## config.mk

```make
export PLATFORM = sky130hd
export DESIGN_NAME = uart_tx_arbiter
export DESIGN_NICKNAME = d
export VERILOG_FILES = /design/src/rtl/uart_tx_arbiter.sv
export SDC_FILE = /design/constraint.sdc
export NUM_CORES = 1
export LEC_CHECK = 0
export CAP_MARGIN = 20
export CORE_MARGIN = 2
export CORE_UTILIZATION = 39
export DETAILED_ROUTE_END_ITERATION = 7
export GPL_ROUTABILITY_DRIVEN = 0
export PLACE_DENSITY = 0.75
export SLEW_MARGIN = 15
export SYNTH_ARGS = -nofsm -noshare
export SYNTH_HDL_FRONTEND = slang
export SYNTH_SLANG_ARGS = --single-unit
```

## constraint.sdc

```tcl
create_clock -name clock -period 2.4 [get_ports clock]
set_clock_uncertainty 0.2 [all_clocks]
set_input_delay 0.48 -clock clock [delete_from_list [all_inputs] [get_ports clock]]
set_output_delay 0.48 -clock clock [all_outputs]
set_load 0.1 [all_outputs]
```

## src/rtl/uart_tx_arbiter.sv

```systemverilog
// rtl/uart_tx_arbiter.sv - round-robin arbiter feeding one UART transmitter from N_REQ requesters
module uart_tx_arbiter #(
  parameter int N_REQ  = 4,
  parameter int DATA_W = 9
) (
  input  logic                       clock,
  input  logic                       reset_n,
  input  logic [N_REQ-1:0]           req,
  input  logic [N_REQ*DATA_W-1:0]    req_data,
  input  logic [N_REQ-1:0]           req_lock,
  output logic [N_REQ-1:0]           ack,
  output logic [N_REQ-1:0]           done,
  output logic [$clog2(N_REQ)-1:0]   grant_id,
  output logic                       busy,
  output logic                       tx_send,
  output logic [DATA_W-1:0]          tx_data,
  input  logic                       tx_ready
);

  localparam int IDX_W = $clog2(N_REQ);
  localparam logic [IDX_W-1:0] LAST_IDX = IDX_W'(N_REQ - 1);

  typedef enum logic [1:0] {IDLE, ISSUE, WAIT_BUSY, WAIT_DONE} state_e;

  state_e            state_q, state_d;
  logic [IDX_W-1:0]  grant_q, grant_d;
  logic [IDX_W-1:0]  last_q, last_d;
  logic [IDX_W-1:0]  winner;
  logic [DATA_W-1:0] data_q, data_d;
  logic [1:0]        wd_q, wd_d;
  logic              hi_q, hi_d;
  logic              found;
  logic              complete;

  // First set request at or after last_grant+1, wrapping modulo N_REQ.
  always_comb begin
    found  = 1'b0;
    winner = '0;
    for (int k = 1; k <= N_REQ; k++) begin
      if (!found && req[(int'(last_q) + k) % N_REQ]) begin
        found  = 1'b1;
        winner = IDX_W'((int'(last_q) + k) % N_REQ);
      end
    end
  end

  always_comb begin
    state_d  = state_q;
    grant_d  = grant_q;
    last_d   = last_q;
    data_d   = data_q;
    wd_d     = wd_q;
    hi_d     = hi_q;
    complete = 1'b0;
    case (state_q)
      IDLE: begin
        if (tx_ready && found) begin
          state_d = ISSUE;
          grant_d = winner;
          last_d  = winner;
          data_d  = req_data[int'(winner)*DATA_W +: DATA_W];
        end
      end
      ISSUE: begin
        state_d = WAIT_BUSY;
        wd_d    = '0;
      end
      WAIT_BUSY: begin
        if (!tx_ready) begin
          state_d = WAIT_DONE;
          hi_d    = 1'b0;
        end else if (wd_q == 2'd3) begin
          state_d = IDLE;
        end else begin
          wd_d = wd_q + 2'd1;
        end
      end
      WAIT_DONE: begin
        // Completion needs two consecutive high samples; a lone high is discarded.
        if (tx_ready && hi_q) begin
          complete = 1'b1;
          if (req_lock[grant_q] && req[grant_q]) begin
            state_d = ISSUE;
            data_d  = req_data[int'(grant_q)*DATA_W +: DATA_W];
          end else begin
            state_d = IDLE;
          end
        end else begin
          hi_d = tx_ready;
        end
      end
      default: state_d = IDLE;
    endcase
  end

  always_ff @(posedge clock or negedge reset_n) begin
    if (!reset_n) begin
      state_q <= IDLE;
      grant_q <= '0;
      last_q  <= LAST_IDX;
      data_q  <= '0;
      wd_q    <= '0;
      hi_q    <= 1'b0;
    end else begin
      state_q <= state_d;
      grant_q <= grant_d;
      last_q  <= last_d;
      data_q  <= data_d;
      wd_q    <= wd_d;
      hi_q    <= hi_d;
    end
  end

  assign busy     = (state_q != IDLE);
  assign tx_send  = (state_q == ISSUE);
  assign ack      = tx_send ? (N_REQ'(1) << grant_q) : '0;
  assign done     = complete ? (N_REQ'(1) << grant_q) : '0;
  assign grant_id = grant_q;
  assign tx_data  = data_q;

endmodule

```

==> flow_summary.yaml <==
sta:
  fin_crit_ns: 2.332
  max_freq_ghz: 0.4289
  max_slew_margin_pct: 65.26
  final.setup.tns_ns: 0
  hold_slack_ns: 0.3088
  finalCritPeriodShare_pct: 97.15
  setup_ws_ns: 0.06842
  rsz0062_at_grt: "yes"
  tightest_slew_ns: 0.5195
  drv_slew: 0
  hold_viol_final: 0
  setup_viol: 0
floorplan:
  initial_core_util_pct: 40.62
  coreArea_um2: 4029
  die-area_um2: 4731
  die_w_um: 68.78
  die_h_um: 68.78
  io_pins: 68
  std_cell_rows: 23
layout:
  register_area_um2: 460.4
  areaGrowthSynthToFinish_pct: 72.32
  fillers: 332
  nets: 345
  drive_gt1_share_pct: 27.05
  utilization_pct: 70.00
  multi_input_area_um2: 1225
  most-common-layout-cells: "43 x clkdlybuf4s50_1, 35 x buf_4, 34 x nand2_1, 14 x dfrtp_1, 13 x buf_12"
  diodes: 0
  final_common_cell: "clkdlybuf4s50_1"
pwr:
  power_density_nw_per_um2: 1412
  p_leak_nw: 1.171
  netSwitchingFraction_pct: 55.82
  power_frac_seq_pct: 15.0
  max-vdd-ir-drop_uv: 979.6
  p_comb_share_pct: 78.4
  internal-power_mw: 1.759
  p_total_mw: 3.981
  p_sw_mw: 2.222
  power.share.clock_pct: 6.6
detailed_routing:
  viasPerCell: 5.675
  wl_um: 5350
  drt_pass1_iterations: 4
  drtAntennaViolNets: 0
  avgRoutedWirePerCell_um: 15.64
  drc_errors: 0
  vias: 1941
  drt_iter0_drc: 176
yosys:
  syn_nets: 259
  yosys.area.top_type: "dfrtp_1"
  synth-seq-cells: 18
  postSynthAreaPerCell_um2: 7.906
  syn-cell-area_um2: 1637
  synth_top_area_share_pct: 24.46
  syn-instance-count: 207
  synth_cell_types: 41
  synth.area.top_cells: "dfrtp_1 24%, nand2_1 7.8%, a22o_1 4.3%"
  ys_seq_area_share_pct: 27.68
  ys_warn_count: 0
cts:
  cts_made_buffers: 3
  cts_tree: "yes"
  htreeDepth: 1
  cts_max_path_buffers: 2
  cts_sinks: 18
  worstSkewPairLatency_ns: 0.26
  cts_hold_buf: 0
  path_clk_slew_ns: 0.08
  cts_root_buf: "clkbuf_8"
worst_setup_path:
  crit_fanout: 5
  r2r_cells: 6
  required_ns: 2.39
  arrival_ns: 2.32
  start_kind: "input pin"
  criticalPathCategory: "in2reg"
  cp-end-kind: "flop"
global_route:
  grt_pass1_vias: 1717
  grt_antenna_before_repair: 0
  grt-ovfl-total: 0
  grt.total_usage_pct: 22.94
  grt_max_degree: 25
  grt_pass1_wl_um: 8197
worst_hold_path:
  hold_depth: 1
  holdCritPathClass: "reg2reg"
place:
  hpwl_um: 4001
  place_ws_ns: -0.3771
  io_buffers: 67
flow_run:
  cap_viol_max_count: 0
status:
  outcome: "completed"
-- cells in the mapped netlist --
cell,n
o221ai_1,1
o21a_1,1
nor2_1,5
a211oi_1,9
nand2_1,34
o22ai_2,1
nand2_2,1
a21oi_1,12
a31oi_4,1
a32o_1,1
nand4_1,1
o41ai_1,1
a311oi_1,8
buf_6,1
nor3b_1,1
mux2i_1,3
a311oi_2,1
o21bai_1,8
nand2b_1,3
and2b_1,2
dfrtp_1,16
inv_1,8
o22ai_1,8
or2_2,1
o21ai_2,1
and3_1,4
o21ai_0,9
nand3_1,3
mux4_2,1
a22o_1,8
and2_1,1
ha_1,5
clkbuf_1,11
nor2b_1,10
buf_2,1
a222oi_1,1
dfstp_2,2
a31oi_1,9
a21boi_0,8
nor3_1,4
inv_2,1
-- cells by family (layout without fill, tap and decap cells) --
family	Yosys count	count (layout)	share of synthesized area [%]
compound gates	88	88	39.22
fa+ha+maj	5	5	3.823
buf+inv	22	107	5.581
flops	18	18	27.68
mux	4	4	3.211
simple gates	70	70	20.49
-- worst max-delay path, stage by stage --
cell,delay [ns]
clkdlybuf4s50_1,0.42
buf_4,0.16
o21a_1,0.19
o21ai_2,0.18
and2_1,0.18
buf_4,0.13
nand2_1,0.08
a311oi_4,0.30
a22o_1,0.19
-- flip-flops by register name (all words and copies together), names as in the netlist --
register / count
state_q: 2
last_q: 2
tx_data: 9
grant_id: 2
wd_q: 2
hi_q: 1
-- path summary, 6_finish.rpt --
path / endpoint / start / slack (ns)
setup / recovery: tx_data[7] / req[1] / 0.07
hold / removal: tx_data[3] / tx_data[3] / 0.31
setup reg to reg: tx_data[7] / state_q[0] / 0.12
hold reg to reg: tx_data[3] / tx_data[3] / 0.31
max in group asynchronous: tx_data[5] / reset_n / 1.11
min in group asynchronous: grant_id[0] / reset_n / 0.35
-- power by group through the flow --
stage	Sequential, mW	Combinational, mW	Clock (mW)
CTS	0.594	3.04	0.264
global route	0.614	3.32	0.277
detailed placement	0.598	3.02	0
floorplan	1.23	1.54	0
global placement	0.595	2.99	0
finish	0.597	3.12	0.262
-- per-layer routing --
metal	global-route usage, %	share of wire [%]	vias to the layer above
li1	-	-	959
met5	0	0	-
met2	38.46	50	64
met3	3.571	5.3	2
met4	2.206	0.22	0
met1	32.33	45	916
-- what timing repair did --
item | in CTS | in global routing
resized for setup | 4 | 7
buffers inserted | 0 | 1
pin swaps | 0 | 2
endpoints found under the setup margin | 13 | 7
-- stage by stage --
stage | area [µm²] | instances
3_5_place_dp | 2714 | 337
6_report | 2820 | 342
4_1_cts | 2775 | 341
3_3_place_gp | 2714 | 337
5_1_grt | 2820 | 342
2_1_floorplan | 1779 | 207
-- layout make-up --
| cell class | count | share of cell area, % |
|---|---|---|
| well taps | 50 | 2.218 |
| repair buffers | 94 | 34.87 |
| multi-input cells | 167 | 43.43 |
| inverters | 9 | 1.198 |
| clock buffers | 4 | 1.952 |
| flip-flops and latches | 18 | 16.33 |
(Power assumes the default switching activity.)
